--- config.mk ---
export PLATFORM = sky130hd
export DESIGN_NAME = ee457_fetch_queue_flat
export DESIGN_NICKNAME = d
export VERILOG_FILES = /design/src/rtl/ee457_fetch_queue_if.sv /design/src/rtl/ee457_fetch_queue.sv /design/src/flat_wrapper.sv
export SDC_FILE = /design/constraint.sdc
export NUM_CORES = 1
export LEC_CHECK = 0
export ABC_AREA = 0
export CAP_MARGIN = 20
export CORE_ASPECT_RATIO = 1.5
export CORE_UTILIZATION = 45
export CTS_BUF_LIST = sky130_fd_sc_hd__clkbuf_4
export DETAILED_ROUTE_END_ITERATION = 7
export PLACE_DENSITY = 0.76
export SLEW_MARGIN = 25
export SYNTH_ARGS = -nofsm -noshare
export SYNTH_HDL_FRONTEND = slang
export SYNTH_SLANG_ARGS = --single-unit
--- constraint.sdc ---
create_clock -name CLK -period 2.8 [get_ports CLK]
set_clock_uncertainty 0.15 [all_clocks]
set_input_delay 0.42 -clock CLK [delete_from_list [all_inputs] [get_ports CLK]]
set_output_delay 0.42 -clock CLK [all_outputs]
set_load 0.02 [all_outputs]
--- src/rtl/ee457_fetch_queue_if.sv ---
// Fetch-queue handshake bundle: ID-stage control, IMEM request/ack bus
// and the instruction presented to ID.
//   master : the fetch queue (drives IMEM_REQ/ADDR and ID_*)
//   slave  : the surrounding pipeline and instruction memory
interface ee457_fetch_queue_if #(
    parameter int AW = 6
);
    logic          STALL;
    logic          REDIRECT;
    logic [7:0]    REDIRECT_PC;
    logic          IMEM_REQ;
    logic [AW-1:0] IMEM_ADDR;
    logic          IMEM_ACK;
    logic [31:0]   IMEM_DATA;
    logic          ID_VALID;
    logic [31:0]   ID_INSTR;
    logic [7:0]    ID_PC;

    modport master (
        input  STALL,
        input  REDIRECT,
        input  REDIRECT_PC,
        input  IMEM_ACK,
        input  IMEM_DATA,
        output IMEM_REQ,
        output IMEM_ADDR,
        output ID_VALID,
        output ID_INSTR,
        output ID_PC
    );

    modport slave (
        output STALL,
        output REDIRECT,
        output REDIRECT_PC,
        output IMEM_ACK,
        output IMEM_DATA,
        input  IMEM_REQ,
        input  IMEM_ADDR,
        input  ID_VALID,
        input  ID_INSTR,
        input  ID_PC
    );
endinterface

--- src/rtl/ee457_fetch_queue.sv ---
// Instruction-fetch front end: fetches words over a req/ack bus with
// wait states, buffers them in a DEPTH-entry prefetch queue, feeds ID.
// Ports:
//   CLK, RST : clock, async active-high reset
//   bus      : ee457_fetch_queue_if.master (STALL, REDIRECT,
//              REDIRECT_PC, IMEM_REQ/ADDR/ACK/DATA, ID_VALID/INSTR/PC)
module ee457_fetch_queue #(
    parameter int AW    = 6,
    parameter int DEPTH = 4
) (
    input  logic CLK,
    input  logic RST,
    ee457_fetch_queue_if.master bus
);

    localparam int PW = (DEPTH > 1) ? $clog2(DEPTH) : 1;
    localparam int CW = $clog2(DEPTH + 1);

    typedef enum logic [1:0] {
        IDLE,
        RUN,
        DISCARD
    } state_t;

    typedef struct packed {
        logic [31:0] instr;
        logic [7:0]  pc;
    } entry_t;

    state_t        state_q;
    state_t        state_d;
    logic [7:0]    fetch_pc_q;
    logic [AW-1:0] hold_addr_q;
    entry_t        queue_q [DEPTH];
    logic [PW-1:0] rd_ptr_q;
    logic [PW-1:0] wr_ptr_q;
    logic [CW-1:0] count_q;

    logic          req;
    logic [AW-1:0] addr;
    logic          push;
    logic          pop;
    logic          full;
    logic          valid;
    logic          flush;
    logic          pending;
    entry_t        head;

    assign full    = (count_q == CW'(DEPTH));
    assign valid   = (count_q != '0);
    assign head    = queue_q[rd_ptr_q];
    assign flush   = bus.REDIRECT && (state_q != IDLE);
    // A request left open by a redirect must still be completed
    // on the bus, so its address is parked for DISCARD.
    assign pending = (state_q == RUN) && req && !bus.IMEM_ACK;

    always_ff @(posedge CLK or posedge RST) begin
        if (RST) begin
            state_q <= IDLE;
        end else begin
            state_q <= state_d;
        end
    end

    always_comb begin
        state_d = state_q;
        unique case (state_q)
            IDLE:    state_d = RUN;
            RUN:     if (bus.REDIRECT && pending) state_d = DISCARD;
            DISCARD: if (bus.IMEM_ACK) state_d = RUN;
            default: state_d = IDLE;
        endcase
    end

    always_comb begin
        req  = 1'b0;
        addr = '0;
        push = 1'b0;
        unique case (state_q)
            RUN: begin
                req  = !full;
                addr = fetch_pc_q[AW-1:0];
                push = req && bus.IMEM_ACK && !bus.REDIRECT;
            end
            DISCARD: begin
                req  = 1'b1;
                addr = hold_addr_q;
            end
            default: begin
                req  = 1'b0;
                addr = '0;
            end
        endcase
        pop = valid && !bus.STALL && !flush;
    end

    always_ff @(posedge CLK or posedge RST) begin
        if (RST) begin
            fetch_pc_q  <= '0;
            hold_addr_q <= '0;
            rd_ptr_q    <= '0;
            wr_ptr_q    <= '0;
            count_q     <= '0;
        end else if (flush) begin
            fetch_pc_q <= bus.REDIRECT_PC;
            rd_ptr_q   <= '0;
            wr_ptr_q   <= '0;
            count_q    <= '0;
            if (pending) begin
                hold_addr_q <= fetch_pc_q[AW-1:0];
            end
        end else begin
            if (push) begin
                wr_ptr_q   <= wr_ptr_q + PW'(1);
                fetch_pc_q <= fetch_pc_q + 8'd1;
            end
            if (pop) begin
                rd_ptr_q <= rd_ptr_q + PW'(1);
            end
            unique case (1'b1)
                push && !pop: count_q <= count_q + CW'(1);
                pop && !push: count_q <= count_q - CW'(1);
                default:      count_q <= count_q;
            endcase
        end
    end

    // Storage needs no reset: entries are only read while count != 0.
    always_ff @(posedge CLK) begin
        if (push) begin
            queue_q[wr_ptr_q] <= '{instr: bus.IMEM_DATA, pc: fetch_pc_q};
        end
    end

    assign bus.IMEM_REQ  = req;
    assign bus.IMEM_ADDR = addr;
    assign bus.ID_VALID  = valid;
    assign bus.ID_INSTR  = valid ? head.instr : 32'h0;
    assign bus.ID_PC     = valid ? head.pc : 8'h0;

endmodule

--- src/flat_wrapper.sv ---
// flat-port wrapper written by rule: the top's interface ports become plain ports
module ee457_fetch_queue_flat 
#(
    parameter int AW    = 6,
    parameter int DEPTH = 4
)
  (CLK, RST, bus_STALL, bus_REDIRECT, bus_REDIRECT_PC, bus_IMEM_ACK, bus_IMEM_DATA, bus_IMEM_REQ, bus_IMEM_ADDR, bus_ID_VALID, bus_ID_INSTR, bus_ID_PC);
  ee457_fetch_queue_if #(.AW(AW)) bus_i ();
  input  logic CLK;
  input  logic RST;
  input wire logic [$bits(bus_i.STALL)-1:0] bus_STALL;
  input wire logic [$bits(bus_i.REDIRECT)-1:0] bus_REDIRECT;
  input wire logic [$bits(bus_i.REDIRECT_PC)-1:0] bus_REDIRECT_PC;
  input wire logic [$bits(bus_i.IMEM_ACK)-1:0] bus_IMEM_ACK;
  input wire logic [$bits(bus_i.IMEM_DATA)-1:0] bus_IMEM_DATA;
  output wire logic [$bits(bus_i.IMEM_REQ)-1:0] bus_IMEM_REQ;
  output wire logic [$bits(bus_i.IMEM_ADDR)-1:0] bus_IMEM_ADDR;
  output wire logic [$bits(bus_i.ID_VALID)-1:0] bus_ID_VALID;
  output wire logic [$bits(bus_i.ID_INSTR)-1:0] bus_ID_INSTR;
  output wire logic [$bits(bus_i.ID_PC)-1:0] bus_ID_PC;
  assign bus_i.STALL = bus_STALL;
  assign bus_i.REDIRECT = bus_REDIRECT;
  assign bus_i.REDIRECT_PC = bus_REDIRECT_PC;
  assign bus_i.IMEM_ACK = bus_IMEM_ACK;
  assign bus_i.IMEM_DATA = bus_IMEM_DATA;
  assign bus_IMEM_REQ = bus_i.IMEM_REQ;
  assign bus_IMEM_ADDR = bus_i.IMEM_ADDR;
  assign bus_ID_VALID = bus_i.ID_VALID;
  assign bus_ID_INSTR = bus_i.ID_INSTR;
  assign bus_ID_PC = bus_i.ID_PC;
  ee457_fetch_queue #(.AW(AW), .DEPTH(DEPTH)) u_core (.CLK(CLK), .RST(RST), .bus(bus_i));
endmodule
Word-level counts from Yosys, hierarchy flattened

Memories as Yosys holds them, arrays and structs flattened.
Cells that the tools add are included.

Register bits: 23
Latch bits: 0
Memory bits (writable): 160
ROM bits: 0
Bits of input ports: 45
Memories: 1

Add/sub/neg operators: 5
Multiply operators: 0
Divide/modulo/power cells: 0
$lt $le $gt $ge: 0
Eq/ne operators: 5
Shift operators: 0
Mux-type cells: 18
Bitwise logic cells: 0
Reduce and logical (&&, ||, !) cells: 25

Memories:

| memory         | words | width | read ports | clocked after memory_dff | write ports | line                    | text |
|---|---|---|---|---|---|---|---|
| u_core.queue_q | 4     | 40    | 1          | 0                        | 1           | ee457_fetch_queue.sv:34 | `entry_t queue_q [DEPTH];` |

Operator list:

| kind                                             | count |
|---|---|
| two-way mux 32 bit                               | 1 |
| two-way mux 8 bit                                | 3 |
| two-way mux 2 bit                                | 6 |
| case mux 6 bit (2 select lines)                  | 1 |
| logical AND 1 bit                                | 10 |
| adder 8 x 1 -> 8 bit, second input constant      | 1 |
| zero test 1 bit                                  | 7 |
| case mux 2 bit (3 select lines)                  | 1 |
| case mux 3 bit (2 select lines)                  | 1 |
| nonzero test 2 bit                               | 3 |
| nonzero test 3 bit                               | 2 |
| adder 2 x 1 -> 2 bit, second input constant      | 2 |
| != test 2 bit, second input constant             | 2 |
| AND reduction 2 bit                              | 2 |
| adder 3 x 1 -> 3 bit, second input constant      | 1 |
| == test 3 bit, second input constant             | 1 |
| two-way mux 1 bit                                | 3 |
| two-way mux 3 bit                                | 1 |
| subtractor 3 x 1 -> 3 bit, second input constant | 1 |
| == test 2 x 1 -> 1 bit, second input constant    | 1 |
| == test 2 bit, second input constant             | 1 |
| zero test 2 bit                                  | 1 |
| case mux 1 bit (2 select lines)                  | 1 |

Logic depth before layout (Yosys ltp)

Gate-level depths: netlist of run 1.

Word-level depth: 9
Mapped depth: 11
Gate-level depth less buffers: 10

Worst setup path after synthesis of run 1

Ideal clock, no wire load.

Path type: register -> register
Start point: register u_core.state_q[0]
End point: register u_core.count_q[2]
Library setup time: 0.078 ns
Data arrival time: 2.504 ns
Data required time: 2.572 ns
Path slack: 0.068 ns
Stages on the path, launching flop included: 12
Path through: dfrtp_1 -> inv_1 -> ha_1 -> nor2b_1 -> buf_2 -> clkbuf_1 -> nor3_1 -> ha_1 -> fa_1 -> xnor2_1 -> or3_2 -> a21oi_1

Cells in the longest elaborated chain, start to end: 8
Elaborated cells between the ends (all ways): 13
Classes of those cells: eq/ne (1); mux (3); reduce/logical (9)

RTL lines:

| item                            | line                     | text |
|---|---|---|
| start, declared                 | ee457_fetch_queue.sv:30  | `state_t state_q;` |
| start signal, assigned          | ee457_fetch_queue.sv:61  | `state_q <= state_d;` |
| nonzero test 2 bit              | ee457_fetch_queue.sv:52  | `assign flush = bus.REDIRECT && (state_q != IDLE);` |
| logical AND 1 bit               | ee457_fetch_queue.sv:52  |  |
| zero test 1 bit                 | ee457_fetch_queue.sv:94  | `pop = valid && !bus.STALL && !flush;` |
| logical AND 1 bit               | ee457_fetch_queue.sv:94  |  |
| zero test 1 bit                 | ee457_fetch_queue.sv:121 | `push && !pop: count_q <= count_q + CW'(1);` |
| logical AND 1 bit               | ee457_fetch_queue.sv:121 |  |
| case mux 3 bit (2 select lines) | ee457_fetch_queue.sv:120 | `unique case (1'b1)` |
| two-way mux 3 bit               | ee457_fetch_queue.sv:104 | `end else if (flush) begin` |
| end signal, assigned            | ee457_fetch_queue.sv:121 |  |
| end signal, assigned            | ee457_fetch_queue.sv:122 | `pop && !push: count_q <= count_q - CW'(1);` |
| end signal, assigned            | ee457_fetch_queue.sv:123 | `default: count_q <= count_q;` |
| end, declared                   | ee457_fetch_queue.sv:37  | `logic [CW-1:0] count_q;` |

Several ways; a longest one is shown, not always the timed one.
A chain may end at the register's enable or synchronous reset.

Worst setup path after layout of run 1

Start point: register u_core.rd_ptr_q[0]
End point: output port bus_ID_PC[5]

Cells in the longest elaborated chain, start to end: 2

RTL lines:

| item                   | line                     | text |
|---|---|---|
| start, declared        | ee457_fetch_queue.sv:35  | `logic [PW-1:0] rd_ptr_q;` |
| start signal, assigned | ee457_fetch_queue.sv:118 | `rd_ptr_q <= rd_ptr_q + PW'(1);` |
| memory (4 x 40 bit)    | -                        |  |
| two-way mux 8 bit      | ee457_fetch_queue.sv:139 | `assign bus.ID_PC = valid ? head.pc : 8'h0;` |
| end, declared          | flat_wrapper.sv:20       | `output wire logic [$bits(bus_i.ID_PC)-1:0] bus_ID_PC;` |

Every way passes these cells.

==> impl_results.md, run 1 <==
* Initial antenna violation count at 4
* Clk_lat worst skew at 530 ps
* Synthesized cell area at 7457 um^2
* Outcome: finished clean
* Clk root buf: clkbuf_4
* CTS H-tree lvls at 4
* Layout Utilization at 56.06%
* Net switching power at 2.821 mW
* Final Wtd Congestion at roughly 0.77
* Delay of the slowest critical-path stage at 510 ps
* Sequential share of the synthesized area at 72.15%
* M1 wire length at 5292 um
* Num Clock Sinks at 183
* Rel. slew slack at 68.36%
* Startpoint types: flip-flop
* Post-synth top flop: edfxtp_1
* Simple-gate portion of the synthesized area at 7.450%
* Xor and xnor area share after synthesis at 1.174%
* RSZ-0062 raised after global routing: yes
* Synthesis-stage register bit count at approximately 180
* Total congestion overflow at 0
* Synth cell count leaders: edfxtp_1, nor2b_1, mux4_2
* Final WL at 13700 um
* Inst Count DP at 690
* Largest net degree at the start of global routing at 41
* Post-route insts no fill at 736
* GR Util All Layers at between 10% and 20%
* Leakage at 3.146 nW
* Post-synth top area share at 64.43%
* Syn avg cell area at 18.88 um^2
* Post-synth top area cell: edfxtp_1
* Global-route wire length before repair at between 20000 and 25000 um
* Cell row count at 57
* Distinct cells, synth at 39
* Synth top area cells: edfxtp_1, mux4_2, dfrtp_1, nor2b_1, ha_1
* Critical-path cell list: buf_12 > buf_12 > buf_16 > mux4_2 > nor2b_1 > buf_4
* Filler cell count in the final layout at 1257
* Max_cap viols at 0
* I/O pin count at 93
* Clock Path Buffers at 2
* # DRC at 0
* TritonCTS buffer count at 17
* Share of layout cells above drive strength 1 at 30.99%
* TritonCTS clock tree: built
* Nets at 570
* Kind of critical path: reg -> out
* Final Hold Fails at 0
* Synthesis-to-layout area growth at 21.69%
* Horiz. Die Dim at 107.1 um
* Most used cell, CP: buf_12
* Cells after Synth at between 300 and 400
* Vias/cell at 5.287
* Met2 routed WL at 7531 um
* Total number of vias at 3891
* Arr. time, crit path at 2150 ps
* # setup viols final at 0
* Ys Warns at 0
* Int Pwr at 5.337 mW
* Maximum vdd drop at 0.5870 mV
* Worst-Margin Slew at 474.1 ps
* Max Slew Vio Count at 0
* Most frequent cell after synthesis: edfxtp_1
* Die Y at 159.7 um
* Synth Area in Adders at between 1.5 and 2%
* Hold crit path type: in -> reg
* Slowest cell on crit path: mux4_2
* Delay-heaviest family, CP: multiplexers
* Share of power burned in registers at 43.7%
* Syn_nets at 451
* IO Port Bufs at 92
* F_max at around 370 MHz
* Combinational share of power at 41.3%
* Initial Util at 46.06%
* Largest family of logic cells by synthesized area: multiplexers
* Ys async rst share at 12.57%
* Peak fanout along the critical path at 5
* Worst path bufs/invs at 4
* Number of synthesized flops with an enable pin at 160
* Register area at 5384 um^2
* Worst EP required at around 2200 ps
* Number of global-route vias before repair at around 4200
* Met3 WL at around 640 um
* Mux share of post-synthesis cell area at 13.41%
* Sw frac at roughly a third
* Post-DP HPWL at 8262 um
* Clock-pin transition on the worst setup and hold timing paths at between 100 and 150 ps
* Complex-gate fraction of the synthesized area at 2.097%
* Routed WL per cell at 18.61 um
* Core footprint at 16190 um^2
* Worst setup EP type: primary output
* Top Layer Used: met4
* Multi-input logic area at 1983 um^2
* Fin crit period at 2718 ps
* Clock power frac at 15.0%
* Routed Antenna Nets at 0
* P per Cell Area at 899.0 nW/um^2
* DR pass1 iterations at 4
* Final Cycle Share at between 90% and 100%
* Initial DRC count at ~190
* Die ar. at 17100 um^2
[routing by layer]
layer / up-vias / GRT usage (%)
met5: - / 0
met2: 97 / 30.67
met4: 0 / 6.476
li1: 1786 / -
met1: 1994 / 20.03
met3: 14 / 4.531
[flip-flops by register name, indices dropped and copies added, names as in the netlist]
name                flops
u_core.queue_q        160
u_core.wr_ptr_q         2
u_core.hold_addr_q      6
u_core.fetch_pc_q       8
u_core.rd_ptr_q         2
u_core.state_q          2
u_core.count_q          3
[logic make-up (layout without fill, tap and decap cells)]
family	after synthesis	count (layout)
and+or+nand+nor	89	89
buffers and inverters	28	159
adders and majority gates	11	11
xor gates and xnor gates	10	10
DFF	183	183
muxes	49	49
AOI/OAI and AO/OA	25	25
other	0	4
[layout by cell type, fill, tap and decap left out, types with 9 or more instances in the layout]
cell type and instances:
nor2b_1 44, buf_2 34, dfrtp_1 20, xnor2_1 9
edfxtp_1 160, ha_1 9, clkdlybuf4s50_1 45, mux4_2 40
buf_12 11, buf_4 13, clkbuf_4 17
[final cells by class]
| class | count | area share [%] |
|---|---|---|
| clock inverters | 14 | 1.144 |
| well taps | 206 | 2.840 |
| flip-flops and latches | 183 | 59.33 |
| clock buffers | 17 | 1.406 |
| repair buffers | 119 | 12.95 |
| multi-input cells | 184 | 21.85 |
| diodes | 4 | 0.1103 |
| inverters | 9 | 0.3723 |
[timing repair]
| action | 4_1_cts | 5_1_grt |
|---|---|---|
| gates cloned | 4 | 0 |
| buffers inserted | 6 | 0 |
| hold buffers | 1 | 0 |
| endpoints found under the hold margin | 2 | 0 |
| resized for setup | 149 | 38 |
| setup endpoints to repair | 48 | 31 |
| pin swaps | 1 | 0 |
[tightest hold or removal path, cell delays in order]
cell	delay, ps
clkdlybuf4s50_1	400
nand2_1	60
o21ai_1	50
[final timing paths]
kind	startpoint	cells after the start	slack (ps)	end
max	u_core.rd_ptr_q[0]$_DFFE_PP0P_	6	80	bus_ID_PC[5]
min	bus_REDIRECT_PC[5]	3	280	u_core.fetch_pc_q[5]$_DFFE_PP0P_
max reg2reg	u_core.state_q[1]$_DFFE_PP0P_	10	240	u_core.count_q[2]$_DFFE_PP0P_
min reg2reg	u_core.hold_addr_q[4]$_DFFE_PP0P_	1	390	u_core.hold_addr_q[4]$_DFFE_PP0P_
max in group asynchronous	RST	4	1360	u_core.rd_ptr_q[1]$_DFFE_PP0P_
min in group asynchronous	RST	3	590	u_core.state_q[1]$_DFFE_PP0P_
[through the flow]
stage | instance area, um^2 | total power [mW] | TNS (ps) | setup WS [ps] | hold WS (ps)
6_report | 9075 | 8.158 | 0 | 81.94 | 283.1
5_1_grt | 9072 | 8.594 | -14.74 | -14.74 | 240.9
4_1_cts | 9164 | 8.314 | -329.7 | -110.4 | 226.9
3_5_place_dp | 8771 | 6.875 | -21.57 | -21.57 | 354.0
3_3_place_gp | 8771 | 6.817 | 0 | 50.03 | 338.3
2_1_floorplan | 7457 | 5.565 | 0 | 67.50 | 271.9
[power groups by stage]
| stage | combinational, mW | sequential, mW | clock [mW] |
|---|---|---|---|
| 2_1_floorplan | 2.05 | 3.52 | 0 |
| 3_3_place_gp | 3.22 | 3.60 | 0 |
| 3_5_place_dp | 3.25 | 3.63 | 0 |
| 4_1_cts | 3.49 | 3.56 | 1.26 |
| 5_1_grt | 3.62 | 3.61 | 1.36 |
| 6_report | 3.37 | 3.57 | 1.22 |
Note: power is estimated with default switching activity, not from simulation.
==> run 2, diff against run 1 <==
CORE_MARGIN = 2   (was default)
SLEW_MARGIN = default   (was 25)
==> run 2 against run 1 <==
The run now ends with setup timing left. Clock power up 16%. Worst hold slack better by 2.1 ps. Combinational power about the same. First-iteration DRC count fell by 5.4%. Global-route usage is 0.41 points lower. Critical path depth increased by 1. Critical endpoint is now bus_ID_INSTR[29].
==> impl_results.md, run 2 (synthesis results as in run 1) <==
* TritonCTS buffer count at 17
* Filler cell count in the final layout at 1223
* Share of layout cells above drive strength 1 at 30.84%
* Rel. slew slack at between 60% and 70%
* Die ar. at 17640 um^2
* Register area at about 5400 um^2
* Share of power burned in registers at 42.6%
* Critical-path cell list: buf_12 > buf_8 > buf_16 > buf_6 > mux4_2 > nor2b_1 > buf_4
* Worst EP required at 2230 ps
* Final Hold Fails at 0
* Setup TNS at -2.412 ps
* Most frequent cells in the layout: edfxtp_1, nor2b_1, clkdlybuf4s50_1, mux4_2, buf_2
* DR pass1 iterations at 4
* Inst Count DP at ~690
* Initial Util at 46.06%
* Worst path bufs/invs at 5
* Sw frac at 33.59%
* Fin crit period at ~2800 ps
* Leakage at 3.170 nW
* Failing checks: setup timing
* P per Cell Area at 916.0 nW/um^2
* Vias/cell at roughly 5.2
* I/O pin count at a little over 90
* Clk_lat worst skew at 540 ps
* Largest net degree at the start of global routing at about 40
* # setup viols final at 1
* # diodes at 0
* Final Wtd Congestion at 0.7470
* Clock-pin transition on the worst setup and hold timing paths at 140 ps
* Clk root buf: clkbuf_4
* Peak fanout along the critical path at 5
* # DRC at 0
* Kind of critical path: reg -> out
* Final Cycle Share at 100.1%
* RSZ-0062 raised after global routing: yes
* Number of global-route vias before repair at 4139
* Max_cap viols at 0
* Total number of vias at 3878
* Synthesis-to-layout area growth at 22.43%
* Delay of the slowest critical-path stage at 470 ps
* IO Port Bufs at 92
* Global-route wire length before repair at 22030 um
* Max Slew Vio Count at 0
* Initial DRC count at around 180
* CTS H-tree lvls at 4
* Clock Path Buffers at 2
* Arr. time, crit path at 2230 ps
* Routed Antenna Nets at 0
* Worst setup EP type: primary output
* Core footprint at 16190 um^2
* Worst-Margin Slew at 487.5 ps
* Net switching power at ~2.8 mW
* Hold crit path type: in -> reg
* Routed WL per cell at 18.80 um
* Num Clock Sinks at approximately 180
* Final WL at 13930 um
* Post-route insts no fill at 741
* Horiz. Die Dim at 109.1 um
* Initial antenna violation count at 0
* Die Y at between 150 and 200 um
* Nets at 578
* TritonCTS clock tree: built
* F_max at ~360 MHz
* Post-DP HPWL at 8549 um
* Total congestion overflow at 0
* Slowest cell on crit path: dfrtp_2
* Startpoint types: flip-flop
* Maximum vdd drop at 0.6953 mV
* Delay-heaviest family, CP: buffers and inverters
* Multi-input logic area at 1966 um^2
* Most common cell after layout, fill and taps aside: edfxtp_1
* GR Util All Layers at between 10% and 20%
* Setup ws final at -2.412 ps
* Layout Utilization at 56.40%
* Number of flip-flops in the largest register at 160
* Combinational share of power at 40.5%
* Outcome: finished, violations left
* Largest Register: u_core.queue_q
* Int Pwr at 5.554 mW
* Cell row count at 57
* Clock power frac at between 15 and 20%
* Biggest regs: u_core.queue_q x160, u_core.fetch_pc_q x8, u_core.hold_addr_q x6
-- run 2: cell types whose count changed in the layout (fill, tap and decap cells not counted), sizes merged, moves of 2 or more --
cell,previous run,this run
dlymetal6s2s,3,1
clkdlybuf4s15,0,6
clkinv,6,3
inv,12,17
bufinv,0,2
diode,4,0
clkinvlp,5,1
buf,64,67
clkbuf,18,20
-- run 2: area by class of cell --
type / count / area share [%]
clock buffers: 18 / 1.480
clock inverters: 14 / 1.576
repair buffers: 127 / 13.24
flip-flops and latches: 183 / 58.98
inverters: 9 / 0.3700
multi-input cells: 184 / 21.53
well taps: 206 / 2.823
-- run 2: worst paths after layout --
path / slack (ps) / to / from / depth (start not counted)
setup / recovery: -2 / bus_ID_INSTR[29] / u_core.rd_ptr_q[0]$_DFFE_PP0P_ / 7
hold / removal: 290 / u_core.fetch_pc_q[5]$_DFFE_PP0P_ / bus_REDIRECT_PC[5] / 3
setup reg to reg: 220 / u_core.count_q[2]$_DFFE_PP0P_ / u_core.state_q[1]$_DFFE_PP0P_ / 10
hold reg to reg: 370 / u_core.hold_addr_q[0]$_DFFE_PP0P_ / u_core.hold_addr_q[0]$_DFFE_PP0P_ / 1
max in group asynchronous: 1350 / u_core.rd_ptr_q[1]$_DFFE_PP0P_ / RST / 4
min in group asynchronous: 580 / u_core.hold_addr_q[2]$_DFFE_PP0P_ / RST / 3
-- run 2: what timing repair did --
item | in CTS | in global routing
buffers inserted | 13 | 1
endpoints found under the hold margin | 11 | 0
endpoints found under the setup margin | 48 | 41
gates cloned | 3 | 0
pin swaps | 1 | 0
resized for setup | 147 | 37
hold buffers | 1 | 0
-- run 2: per-stage QoR --
stage,worst slack (ps),hold WS (ps),total power [mW],cell area [um^2]
finish,-2.412,285.2,8.363,9130
global route,-109.8,237.3,8.841,9130
floorplan,67.50,271.9,5.565,7457
CTS,-78.11,239.6,8.426,9120
global placement,70.92,338.2,6.807,8741
detailed placement,13.06,349.4,6.875,8741
-- run 2: worst reg2reg max path: stages, from the launching register on --
cell and delay (ps):
dfrtp_1 430, inv_1 120, ha_1 250, nand3b_4 100, nor2_2 100, inv_1 70, ha_1 220, fa_1 380
xnor2_1 140, or3_2 410, a21oi_1 160
-- run 2: metal layers --
layer / vias up / global-route usage (%) / wire length [um]
met5: - / 0 / 0
met4: 0 / 5.012 / 213
met3: 15 / 4.535 / 601
met2: 85 / 30.63 / 7697
met1: 1982 / 19.38 / 5419
li1: 1796 / - / -
-- run 2: power by group through the flow --
stage	sequential [mW]	clock (mW)	combinational [mW]
5_1_grt	3.60	1.58	3.67
4_1_cts	3.56	1.46	3.40
6_report	3.56	1.41	3.39
2_1_floorplan	3.52	0	2.05
3_3_place_gp	3.59	0	3.22
3_5_place_dp	3.62	0	3.25
